File: src/rtl/fu_mul_pipe_pkg.sv
// Shared types for the pipelined multiply FU: function encoding, stage packet and default sizes.
// FU_MUL_HIGH_EN selects the full 2*XLEN+2 accumulator; without it the datapath keeps only the low XLEN bits.
package fu_mul_pipe_pkg;

    localparam int MUL_XLEN                = 32;
    localparam int MUL_TAG_W               = 5;
    localparam int XLEN_MUL_STAGES_DEFAULT = 4;

`ifdef FU_MUL_HIGH_EN
    localparam int ACC_W    = 2 * MUL_XLEN + 2;
    localparam int MPLIER_W = MUL_XLEN + 1;
`else
    localparam int ACC_W    = MUL_XLEN;
    localparam int MPLIER_W = MUL_XLEN;
`endif

    typedef enum logic [1:0] {
        MUL_FUNC_MUL    = 2'd0,
        MUL_FUNC_MULH   = 2'd1,
        MUL_FUNC_MULHSU = 2'd2,
        MUL_FUNC_MULHU  = 2'd3
    } mul_func_e;

    // One pipeline slot: partial product so far plus the operand bits still to consume.
    typedef struct packed {
        logic                  valid;
        mul_func_e             func;
        logic [MUL_TAG_W-1:0]  tag;
        logic [ACC_W-1:0]      acc;
        logic [ACC_W-1:0]      mcand;
        logic [MPLIER_W-1:0]   mplier;
    } mul_pipe_packet_t;

endpackage

File: src/rtl/fu_mul_pipe_if.sv
// Issue-side and CDB-side handshake bundle of the multiply FU.
interface fu_mul_pipe_if
    import fu_mul_pipe_pkg::*;
#(
    parameter int XLEN  = MUL_XLEN,
    parameter int TAG_W = MUL_TAG_W
);
    logic             in_valid;
    logic             in_ready;
    logic [1:0]       in_func;
    logic [XLEN-1:0]  in_opa;
    logic [XLEN-1:0]  in_opb;
    logic [TAG_W-1:0] in_tag;
    logic             out_valid;
    logic             out_ready;
    logic [XLEN-1:0]  out_result;
    logic [TAG_W-1:0] out_tag;
    logic             out_illegal;

    modport master (
        output in_valid, in_func, in_opa, in_opb, in_tag, out_ready,
        input  in_ready, out_valid, out_result, out_tag, out_illegal
    );

    modport slave (
        input  in_valid, in_func, in_opa, in_opb, in_tag, out_ready,
        output in_ready, out_valid, out_result, out_tag, out_illegal
    );
endinterface

File: src/rtl/fu_mul_pipe_mul_stage.sv
// Combinational shift-add slice: consumes BPS multiplier bits; the last slice also folds in the
// negative weight of a signed multiplier's top bit (always zero when that bit is not carried).
module mul_stage
    import fu_mul_pipe_pkg::*;
#(
    parameter int BPS  = 8,
    parameter bit LAST = 1'b0
) (
    input  mul_pipe_packet_t pkt_i,
    output mul_pipe_packet_t pkt_o
);
    logic [ACC_W-1:0]    acc;
    logic [ACC_W-1:0]    mcand;
    logic [MPLIER_W-1:0] mplier;

    always_comb begin
        acc    = pkt_i.acc;
        mcand  = pkt_i.mcand;
        mplier = pkt_i.mplier;
        for (int j = 0; j < BPS; j++) begin
            if (mplier[0]) acc = acc + mcand;
            mcand  = mcand << 1;
            mplier = mplier >> 1;
        end
        // After XLEN shifts only the sign bit of the extended multiplier is left in bit 0.
        if (LAST && mplier[0]) acc = acc - mcand;
        pkt_o        = pkt_i;
        pkt_o.acc    = acc;
        pkt_o.mcand  = mcand;
        pkt_o.mplier = mplier;
    end
endmodule

File: src/rtl/fu_mul_pipe.sv
// Pipelined RV32M multiply FU with per-stage valid/ready, bubble collapse and full-pipe squash.
// FU_MUL_HIGH_EN enables MULH/MULHSU/MULHU; otherwise those flow through flagged out_illegal.
module fu_mul_pipe
    import fu_mul_pipe_pkg::*;
#(
    parameter int XLEN   = MUL_XLEN,
    parameter int STAGES = XLEN_MUL_STAGES_DEFAULT,
    parameter int TAG_W  = MUL_TAG_W
) (
    input  logic            clock,
    input  logic            reset,
    input  logic            squash,
    fu_mul_pipe_if.slave    io,
    output logic            busy
);
    localparam int BPS  = XLEN / STAGES;
    localparam int LAST = STAGES - 1;

    mul_pipe_packet_t stage_q    [STAGES];
    mul_pipe_packet_t stage_d    [STAGES];
    mul_pipe_packet_t stage_in   [STAGES];
    mul_pipe_packet_t stage_calc [STAGES];
    mul_pipe_packet_t prep;
    logic [STAGES-1:0] adv;
    logic [STAGES:0]   up_fire;
    logic              in_fire;
    mul_func_e         in_func;
`ifdef FU_MUL_HIGH_EN
    logic              a_sgn;
    logic              b_sgn;
`endif

    always_comb begin
        in_func     = mul_func_e'(io.in_func);
        in_fire     = io.in_valid && io.in_ready;
        prep        = '0;
        prep.valid  = in_fire;
        prep.func   = in_func;
        prep.tag    = io.in_tag;
`ifdef FU_MUL_HIGH_EN
        a_sgn       = (in_func == MUL_FUNC_MULH) || (in_func == MUL_FUNC_MULHSU);
        b_sgn       = (in_func == MUL_FUNC_MULH);
        prep.mcand  = {{(ACC_W - XLEN){a_sgn & io.in_opa[XLEN-1]}}, io.in_opa};
        prep.mplier = {b_sgn & io.in_opb[XLEN-1], io.in_opb};
`else
        prep.mcand  = io.in_opa;
        prep.mplier = io.in_opb;
`endif
    end

    // A stage advances iff some stage downstream of it is empty or the CDB grants.
    always_comb begin
        logic room;
        room = io.out_ready;
        adv  = '0;
        for (int i = LAST; i >= 0; i--) begin
            adv[i] = stage_q[i].valid && room;
            room   = room || !stage_q[i].valid;
        end
        io.in_ready = room;
    end

    always_comb begin
        up_fire = {adv, in_fire};
        busy    = 1'b0;
        for (int i = 0; i < STAGES; i++) begin
            busy       = busy || stage_q[i].valid;
            stage_d[i] = stage_q[i];
            if (!stage_q[i].valid || adv[i]) begin
                stage_d[i]       = stage_calc[i];
                stage_d[i].valid = up_fire[i];
            end
            if (squash) stage_d[i].valid = 1'b0;
        end
    end

    for (genvar g = 0; g < STAGES; g++) begin : g_stage
        if (g == 0) begin : g_head
            assign stage_in[g] = prep;
        end else begin : g_body
            assign stage_in[g] = stage_q[g-1];
        end
        mul_stage #(.BPS(BPS), .LAST(g == LAST)) u_mul_stage (
            .pkt_i (stage_in[g]),
            .pkt_o (stage_calc[g])
        );
    end

    always_ff @(posedge clock) begin
        if (reset) begin
            for (int i = 0; i < STAGES; i++) stage_q[i].valid <= 1'b0;
        end else begin
            stage_q <= stage_d;
        end
    end

    // Outputs come straight from the last stage register, zeroed while it is empty.
    always_comb begin
        io.out_valid   = stage_q[LAST].valid;
        io.out_tag     = stage_q[LAST].valid ? TAG_W'(stage_q[LAST].tag) : '0;
        io.out_result  = '0;
`ifdef FU_MUL_HIGH_EN
        io.out_illegal = 1'b0;
        if (stage_q[LAST].valid) begin
            io.out_result = (stage_q[LAST].func == MUL_FUNC_MUL) ? stage_q[LAST].acc[XLEN-1:0]
                                                                 : stage_q[LAST].acc[2*XLEN-1:XLEN];
        end
`else
        io.out_illegal = stage_q[LAST].valid && (stage_q[LAST].func != MUL_FUNC_MUL);
        if (stage_q[LAST].valid && stage_q[LAST].func == MUL_FUNC_MUL) begin
            io.out_result = stage_q[LAST].acc[XLEN-1:0];
        end
`endif
    end
endmodule

File: src/flat_wrapper.sv
// flat-port wrapper written by rule: the top's interface ports become plain ports
module fu_mul_pipe_flat import fu_mul_pipe_pkg::*;
#(
    parameter int XLEN   = MUL_XLEN,
    parameter int STAGES = XLEN_MUL_STAGES_DEFAULT,
    parameter int TAG_W  = MUL_TAG_W
)
  (clock, reset, squash, busy, io_in_valid, io_in_func, io_in_opa, io_in_opb, io_in_tag, io_out_ready, io_in_ready, io_out_valid, io_out_result, io_out_tag, io_out_illegal);
  fu_mul_pipe_if #(.XLEN(XLEN), .TAG_W(TAG_W)) io_i ();
  input  logic clock;
  input  logic reset;
  input  logic squash;
  output logic busy;
  input wire logic [$bits(io_i.in_valid)-1:0] io_in_valid;
  input wire logic [$bits(io_i.in_func)-1:0] io_in_func;
  input wire logic [$bits(io_i.in_opa)-1:0] io_in_opa;
  input wire logic [$bits(io_i.in_opb)-1:0] io_in_opb;
  input wire logic [$bits(io_i.in_tag)-1:0] io_in_tag;
  input wire logic [$bits(io_i.out_ready)-1:0] io_out_ready;
  output wire logic [$bits(io_i.in_ready)-1:0] io_in_ready;
  output wire logic [$bits(io_i.out_valid)-1:0] io_out_valid;
  output wire logic [$bits(io_i.out_result)-1:0] io_out_result;
  output wire logic [$bits(io_i.out_tag)-1:0] io_out_tag;
  output wire logic [$bits(io_i.out_illegal)-1:0] io_out_illegal;
  assign io_i.in_valid = io_in_valid;
  assign io_i.in_func = io_in_func;
  assign io_i.in_opa = io_in_opa;
  assign io_i.in_opb = io_in_opb;
  assign io_i.in_tag = io_in_tag;
  assign io_i.out_ready = io_out_ready;
  assign io_in_ready = io_i.in_ready;
  assign io_out_valid = io_i.out_valid;
  assign io_out_result = io_i.out_result;
  assign io_out_tag = io_i.out_tag;
  assign io_out_illegal = io_i.out_illegal;
  fu_mul_pipe #(.XLEN(XLEN), .STAGES(STAGES), .TAG_W(TAG_W)) u_core (.clock(clock), .reset(reset), .squash(squash), .io(io_i), .busy(busy));
endmodule
File: config.mk
export PLATFORM = sky130hd
export DESIGN_NAME = fu_mul_pipe_flat
export DESIGN_NICKNAME = d
export VERILOG_FILES = /design/src/rtl/fu_mul_pipe_pkg.sv /design/src/rtl/fu_mul_pipe_if.sv /design/src/rtl/fu_mul_pipe_mul_stage.sv /design/src/rtl/fu_mul_pipe.sv /design/src/flat_wrapper.sv
export SDC_FILE = /design/constraint.sdc
export NUM_CORES = 1
export LEC_CHECK = 0
export ABC_AREA = 1
export CAP_MARGIN = 25
export CELL_PAD_IN_SITES_DETAIL_PLACEMENT = 1
export CELL_PAD_IN_SITES_GLOBAL_PLACEMENT = 1
export CORE_MARGIN = 4
export CORE_UTILIZATION = 26
export DETAILED_ROUTE_END_ITERATION = 6
export GPL_TIMING_DRIVEN = 0
export PLACE_DENSITY = 0.6
export SLEW_MARGIN = 30
export SYNTH_ARGS = -nofsm -noshare
export SYNTH_HDL_FRONTEND = slang
export SYNTH_SLANG_ARGS = --single-unit
File: constraint.sdc
create_clock -name clock -period 16.5 [get_ports clock]
set_input_delay 2.475 -clock clock [delete_from_list [all_inputs] [get_ports clock]]
set_output_delay 2.475 -clock clock [all_outputs]
set_load 0.03 [all_outputs]
# Word level (Yosys, flattened, before mapping)
# Index checks and enable logic that the tools add are counted.
dict set report totals {
  regBits 256
  elab_cells 117
}
dict set report op_classes {
  n_reduce_logical 29
  n_addsub 31
  n_bitwise 1
  mux 34
}
# operator n
set op_table {}
lappend op_table {{$mux 32} 33}
lappend op_table {{$add 32x32->32} 31}
lappend op_table {{$logic_or 1x1->1} 11}
lappend op_table {{$reduce_and 2->1} 4}
lappend op_table {{$logic_and 1x1->1} 7}
lappend op_table {{$mux 5} 1}
lappend op_table {{$logic_not 1->1} 4}
lappend op_table {{$logic_not 2->1} 1}
lappend op_table {{$reduce_bool 2->1} 1}
lappend op_table {{$reduce_or 2->1} 1}
lappend op_table {{$not 1->1} 1}

# Depth between registers and ports, before layout
# Gate-level depths: netlist of the first run.
dict set report depth {
  depth_word 16
  ltp_mapped 87
  ltp_nobuf 87
}

# Cells and area by module
# Synthesis of the first run repeated with hierarchy kept, for this count alone.
dict set report unflattened {
  hier_cells 12307
  area_unflattened_um2 77642.0
}
# module seq_area_each_um2 cells_each instances area_per_inst_um2
set modules_own_cells {}
lappend modules_own_cells {{mul_stage (u_core.g_stage[0].u_mul_stage ...)} 0.0 2832 2 16051.6}
lappend modules_own_cells {{mul_stage (u_core.g_stage[3].u_mul_stage)} 0.0 3365 1 18537.8}
lappend modules_own_cells {{mul_stage (u_core.g_stage[2].u_mul_stage)} 0.0 2818 1 15982.8}
lappend modules_own_cells {fu_mul_pipe 10530.1 460 1 11018.1}

# Least setup slack after synthesis of the first run
# OpenSTA, ideal clock, no wires.
dict set report synth_timing {
  path_kind {input to register}
  startpoint {input port io_in_opb[0]}
  endpoint {register u_core.stage_q, in the netlist u_core.stage_in[303] (data pin)}
  arrival_ns 13.004
  setup_ns 0.249
  path_slack_ns 3.247
  cell_stages 74
  path_buffers 2
  path_cell_list {buf_4 > clkbuf_1 > nand2_1 > inv_1 > ha_1 > nand2_1 > inv_1 > a21boi_0 > a21boi_2 > nand2_2 > or2_1 > nand3_1 > nand2_1 > ha_1 > nand2_1 > nor4_1 > nand2_1 > nand2_1 > [... 38 more ...] > a21oi_1 > xor2_1 > nand2_1 > and2_1 > ha_1 > inv_1 > nor3_1 > inv_1 > nor3_1 > nand3_1 > nand3_1 > or2_2 > nand3_1 > xor2_1 > nand3_1 > nand3_1 > nand2_1 > inv_1}
}
dict set report synth_via {
  elab_chain_cells 15
}
# item line_no
set synth_rtl {}
lappend synth_rtl {{start: declaration} flat_wrapper.sv:17} ;# input wire logic [$bits(io_i.in_opb)-1:0] io_in_opb;
lappend synth_rtl {{$mux 32 (*)} fu_mul_pipe_mul_stage.sv:21} ;# if (mplier[0]) acc = acc + mcand;
lappend synth_rtl {{$add 32x32->32} fu_mul_pipe_mul_stage.sv:21}
lappend synth_rtl {{$mux 32 (*)} fu_mul_pipe_mul_stage.sv:21}
lappend synth_rtl {{$add 32x32->32} fu_mul_pipe_mul_stage.sv:21}
lappend synth_rtl {{$mux 32 (*)} fu_mul_pipe_mul_stage.sv:21}
lappend synth_rtl {{$add 32x32->32} fu_mul_pipe_mul_stage.sv:21}
lappend synth_rtl {{$mux 32 (*)} fu_mul_pipe_mul_stage.sv:21}
lappend synth_rtl {{$add 32x32->32} fu_mul_pipe_mul_stage.sv:21}
lappend synth_rtl {{$mux 32 (*)} fu_mul_pipe_mul_stage.sv:21}
lappend synth_rtl {{$add 32x32->32} fu_mul_pipe_mul_stage.sv:21}
lappend synth_rtl {{$mux 32 (*)} fu_mul_pipe_mul_stage.sv:21}
lappend synth_rtl {{$add 32x32->32} fu_mul_pipe_mul_stage.sv:21}
lappend synth_rtl {{$mux 32 (*)} fu_mul_pipe_mul_stage.sv:21}
lappend synth_rtl {{$add 32x32->32} fu_mul_pipe_mul_stage.sv:21}
lappend synth_rtl {{$mux 32 (*)} fu_mul_pipe_mul_stage.sv:21}
lappend synth_rtl {{named net u_core.g_stage[0].u_mul_stage.acc[31]} fu_mul_pipe_mul_stage.sv:12} ;# logic [ACC_W-1:0] acc;
lappend synth_rtl {{end signal: assignment} fu_mul_pipe.sv:93} ;# stage_q <= stage_d;
lappend synth_rtl {{end: declaration} fu_mul_pipe.sv:19} ;# mul_pipe_packet_t stage_q [STAGES];
# Mark *: on every way through the listed nets, which the timed path passes. The rest lies on a longest branch.
# A chain may end at the register's enable or synchronous reset.

# Worst setup path in the final report of the first run
# Same ends and word-level chain as after synthesis.

==> impl_metrics.yaml, run 1 <==
global_route:
  grt.total_usage_pct: 19.7
  grt_max_degree: 57
  grt_pass1_vias: 41422
  gr-total-overflow: 0
  grt_pass1_wl_mm: 243
  antenna_found_initial: 11
sta:
  setup_viol: 0
  hold_violations: 0
  finalCriticalPeriod_ns: 15.59
  skew_ns: 0.0198
  final_max_slew_viol_count: 0
  worst_slack_ns: 0.914
  relSlewSlack_pct: 34.0
  worstMarginPinSlew_ns: 0.990
  fin_crit_sh_pct: 94.5
  fmax_mhz: 64.2
setup_path:
  reg2regPathDepth: 68
  endpoint: "u_core.stage_in[303]"
  cp.required_ns: 16.94
  cp_common_cell: "nand2_1"
  cp-end-kind: "register"
  startpoint_type: "primary input"
  r2r_slack_ns: 3.02
  crit_type: "primary input to register"
  r2r-start: "u_core.stage_in[252]"
  critPathMaxStageDelay_ns: 0.60
  slowest_stage: "clkdlybuf4s50_1"
  r2r_end: "u_core.stage_in[199]"
  crit_start: "io_in_opb[0]"
  arrival_ns: 16.03
  cp_max_fo: 10
synthesis:
  synthFlopType: "edfxtp_1"
  synthAdderAreaFrac_pct: 16.9
  synth-xor-area-share_pct: 5.21
  synthArstFlopShare_pct: 0
  ys_seq_area_share_pct: 19.4
  synth_top_family_by_area: "simple AND/OR/NAND/NOR gates"
  yosys.area_share.simple_pct: 35.6
  synth_edf_count: 252
  yosys_warnings: 0
  synth_area_um2: 39300
  synth-compound-area-share_pct: 14.6
  ys_seq_elements: 256
  syn-num-nets: 6709
  synth_cell_types: 57
  synth_mux_area_share_pct: 0
  avgSynthCellArea_um2: 6.43
  syn_inst: 6117
clocking:
  clock-sinks: 256
  clk_latency_ns: 0.58
  holdBufCountCts: 0
  cts_max_path_buffers: 3
  cts_tree: "done"
  htree_levels: 2
  cts-buffers-inserted: 35
  clkSlewWorstSetupHoldPaths_ns: 0.06
  cts-root-buf: "clkbuf_16"
drt:
  route.detailed.drc: 0
  vias: 41383
  dr.pass1.iters: 6
  routed_wl_mm: 159
  vias_per_cell: 4.97
  routedWlPerCell_um: 19.0
  drtIter0Drc: 2249
  ant_nets: 0
run:
  cap_viol_max_count: 0
placement:
  placedInstanceArea_um2: 43300
  place_congestion: 0.914
  hpwl_mm: 137
  post-place-ws_ns: -2.15
  portBuffers: 111
die:
  num_io_pins: 117
  core-area_um2: 150000
  dieWidth_um: 397
  rows: 142
  initial_core_util_pct: 26.2
  die-area_um2: 158000
  die_h_um: 397
power:
  ir_worst_vdd_mv: 0.0846
  p_leak_nw: 21.9
  p_per_area_nw_per_um2: 205
final_layout:
  fin_area_um2: 44900
  drive_above_1_share_pct: 4.53
  layout.nets: 6878
  syn_to_final_growth_pct: 14.2
outcome:
  outcome: "finished, final reports clean"
hold_path:
  worstHoldPathType: "register to register"
## registers in the layout, summed over array words and instances, names as in the netlist
signal,count
u_core.stage_in,216
u_core.io.out_valid,1
u_core.stage_q,39
## cells in the mapped netlist, drive strengths merged, types with 63 or more instances
cell | number | area (um^2)
a21oi | 466 | 2340
ha | 488 | 6110
nand3 | 660 | 3330
o21ai | 333 | 1700
nand2 | 1757 | 6630
edfxtp | 252 | 7570
xnor2 | 77 | 674
nand4 | 63 | 394
inv | 748 | 2810
nor2 | 399 | 1520
nor3 | 76 | 380
xor2 | 157 | 1380
and2 | 125 | 782
or2 | 90 | 563
## stage by stage
stage	instances	utilization (%)	power, mW	hold WS, ns	setup TNS (ns)
floorplan	6117	-	6.43	0.400	0
global placement	8244	28.6	8.08	0.401	-10.96
detailed placement	8259	28.8	8.25	0.405	-12.25
CTS	8323	29.7	9.16	0.405	0
global route	8330	29.9	10.3	0.410	-0.0360
finish	8334	29.9	9.19	0.410	0
## routing by layer
| metal | vias to the layer above | global-route usage, % | part of all wire (%) |
|---|---|---|---|
| met2 | 671 | 31.4 | 44 |
| met4 | 2 | 3.28 | 1.6 |
| met5 | - | 0 | 0.0044 |
| li1 | 20875 | - | - |
| met1 | 19708 | 28.8 | 51 |
| met3 | 127 | 2.30 | 4.3 |
## kinds of logic after synthesis
kind of cell	count (synthesis)
AO/OA/AOI/OAI	1028
XOR/XNOR	234
adder cells (fa/ha/maj)	516
buffers and inverters	854
flip-flops	256
AND/OR/NAND/NOR	3229
## critical path, delay by kind of cell
family | cells | cell delay, ns
AND/OR/NAND/NOR | 41 | 6.18
AO/OA/AOI/OAI | 13 | 2.57
adder cells (fa/ha/maj) | 7 | 2.29
buffers and inverters | 12 | 1.82
XOR/XNOR | 4 | 0.61
## where the power goes
part	switching (mW)	total, mW	leakage, nW	internal, mW
sequential	0.0963	1.00	2.51	0.904
clock	0.326	0.840	0.624	0.514
combinational	4.65	7.35	18.7	2.70
## timing repair
| action | CTS | global route |
|---|---|---|
| pin swaps | 0 | 4 |
| setup endpoints to repair | 8 | 8 |
| resized for setup | 13 | 75 |
| buffers inserted | 0 | 5 |
## area by class of cell
class	count	area [um^2]
clock inverter	26	373
antenna	5	12.5
multi-input combinational	5007	28700
timing repair buffer	132	1480
inverter	758	2860
fill	19179	105000
buffer	96	407
clock buffer	38	897
sequential	256	7650
tap	2016	2520
## how the worst min path moves through the flow
stage | depth (start not counted) | start | slack (ns) | to
finish | 0 | u_core.stage_in[228] | 0.41 | u_core.stage_in[116]
global route | 0 | u_core.stage_in[228] | 0.41 | u_core.stage_in[116]
CTS | 0 | u_core.stage_in[278] | 0.41 | u_core.stage_in[174]
detailed placement | 0 | u_core.stage_in[272] | 0.41 | u_core.stage_in[168]
global placement | 0 | u_core.stage_in[98] | 0.40 | u_core.stage_q[98]
floorplan | 0 | u_core.stage_in[112] | 0.40 | u_core.stage_in[0]
## layout by cell type (no fill, tap or decap), types with 33 or more instances in the layout
master | netlist | final
a21o_1 | 37 | 37
a21oi_1 | 465 | 457
a31oi_1 | 46 | 41
and2_1 | 124 | 124
clkbuf_1 | 60 | 58
clkbuf_16 | 0 | 35
clkdlybuf4s50_1 | 0 | 106
edfxtp_1 | 252 | 252
ha_1 | 488 | 486
inv_1 | 747 | 743
nand2_1 | 1743 | 1740
nand3_1 | 654 | 652
nand3b_1 | 33 | 33
nand4_1 | 63 | 63
nor2_1 | 392 | 387
nor3_1 | 76 | 74
o21ai_0 | 305 | 293
o21bai_1 | 41 | 39
or2_2 | 88 | 88
xnor2_1 | 77 | 76
xor2_1 | 157 | 157
No activity file was read; power rests on OpenSTA's default activity.
==> inputs of run 2 (changes only) <==
clock period = 19.15 ns   (was 16.5 ns; I/O delays follow)
==> run 2 against run 1 <==
Against the previous run: worst hold slack barely moved; core utilization fell by 0.21 points; highest routed layer unchanged; clock power fell by 14%; critical path type unchanged; final cell count barely moved.
==> impl_metrics.yaml, run 2 (synthesis results as in run 1) <==
sta:
  hold_violations: 0
  fin_crit_sh_pct: 93.4
  fmax_mhz: 55.9
  finalCriticalPeriod_ns: 17.89
  rsz0062_at_grt: "false"
  hold_slack_ns: 0.410
  fin_setup_tns_ns: 0
  setup_viol: 0
  final_max_slew_viol_count: 0
  worstMarginPinSlew_ns: 0.981
  relSlewSlack_pct: 34.6
  skew_ns: 0.0200
setup_path:
  slowest_stage: "nor4_2"
  critPathMaxStageDelay_ns: 0.66
  r2r_slack_ns: 5.69
  cp-end-kind: "register"
  cp_max_fo: 10
  cp_common_cell: "nand2_1"
  crit_type: "primary input to register"
  cp_num_buf_inv: 12
  arrival_ns: 18.22
  crit_family: "simple AND/OR/NAND/NOR gates"
  startpoint_type: "primary input"
  cp.required_ns: 19.47
drt:
  vias: 41343
  routedWlPerCell_um: 19.0
  drtIter0Drc: 2281
  routed_wl_mm: 158
  route.detailed.drc: 0
  vias_per_cell: 4.96
  ant_nets: 0
  dr.pass1.iters: 5
clocking:
  clk_latency_ns: 0.58
  cts-buffers-inserted: 35
  clock-sinks: 256
  cts_max_path_buffers: 3
  ctsResizeCount: 0
  post_cts_buffers: 0
  htree_levels: 2
  cts_tree: "done"
  holdBufCountCts: 0
  cts-root-buf: "clkbuf_16"
  clkSlewWorstSetupHoldPaths_ns: 0.06
power:
  ir_worst_vdd_mv: 0.0730
  seqPwrFrac_pct: 10.9
  power.switching_mw: 4.35
  swShare_pct: 55.2
  p_per_area_nw_per_um2: 177
  clkPwrFrac_pct: 9.2
  comb_power_share_pct: 79.9
  power_mw: 7.88
  p_int_mw: 3.53
  p_leak_nw: 21.7
placement:
  hpwl_mm: 137
  placed_cells_incl_taps: 8259
  place_congestion: 0.914
  portBuffers: 111
die:
  core-area_um2: 150000
  die-area_um2: 158000
  die_h_um: 397
  dieWidth_um: 397
  num_io_pins: 117
  rows: 142
  initial_core_util_pct: 26.2
final_layout:
  layout.nets: 6873
  finalNonFillerCells: 8330
  largest_reg_flops: 216
  syn_to_final_growth_pct: 13.4
  final_cell_mix: "nand2_1 (1743), inv_1 (745), nand3_1 (654), ha_1 (488), a21oi_1 (465)"
  post-route-util_pct: 29.7
  drive_above_1_share_pct: 3.73
  layout_commonest_cell: "nand2_1"
global_route:
  antenna_found_initial: 11
  grt_pass1_vias: 41420
  grt_pass1_wl_mm: 243
  grt.total_usage_pct: 19.7
  gr-total-overflow: 0
  grt_max_degree: 57
hold_path:
  worstHoldPathType: "register to register"
outcome:
  outcome: "finished, final reports clean"
run:
  cap_viol_max_count: 0
==> run 2: cell count changes in the layout (fill, tap and decap cells not counted), moves of 4 or more <==
cell	change
dlymetal6s2s_1	-4
a21boi_0	+4
clkdlybuf4s50_1	+5
buf_4	-5
a31oi_1	+5
o21ai_1	-5
a21oi_2	-7
o21ai_0	+10
a31oi_2	-5
a21oi_1	+8
==> run 2: cell type report <==
type | count | area (um^2)
repair buffers | 127 | 1430
clock inverters | 26 | 373
inverters | 758 | 2850
plain buffers | 96 | 397
multi-input cells | 5007 | 28500
diodes | 6 | 15.0
flip-flops and latches | 256 | 7650
fillers | 19191 | 106000
clock buffers | 38 | 897
well taps | 2016 | 2520
==> run 2: worst register-to-register path: cells and delay by family (launching register included) <==
family	cells	cell delay [ns]
DFF	1	0.87
buffers and inverters	9	0.78
xor gates and xnor gates	3	0.50
adders and majority gates	8	2.79
and+or+nand+nor	37	4.68
AOI/OAI and AO/OA	15	3.56
==> run 2: worst paths after layout <==
| check | startpoint | to | cells past startpoint |
|---|---|---|---|
| worst max-delay path | io_in_opb[0] | u_core.stage_in[303] | 75 |
| worst min-delay path | u_core.stage_in[228] | u_core.stage_in[116] | 0 |
| worst max register to register | u_core.stage_in[254] | u_core.stage_in[199] | 72 |
| worst min register to register | u_core.stage_in[228] | u_core.stage_in[116] | 0 |
==> run 2: through the flow <==
step	cell area, um^2	worst slack, ns
6_report	44600	1.26
5_1_grt	44600	0.0229
4_1_cts	44600	0.660
3_5_place_dp	43300	0.105
3_3_place_gp	43000	0.240
2_1_floorplan	39300	5.50
==> run 2: power groups by stage <==
stage,combinational (mW),clock (mW),sequential [mW]
after floorplan,4.71,0,0.827
after global placement,6.09,0,0.881
after detailed placement,6.23,0,0.876
after CTS,6.27,0.750,0.865
after global routing,7.18,0.773,0.873
final,6.29,0.724,0.862
==> run 2: layer usage <==
layer / track usage, % / share of wire [%]
met5: 0 / 0.0044
met4: 3.32 / 1.7
met3: 2.30 / 4.2
met2: 31.3 / 43
met1: 28.8 / 51
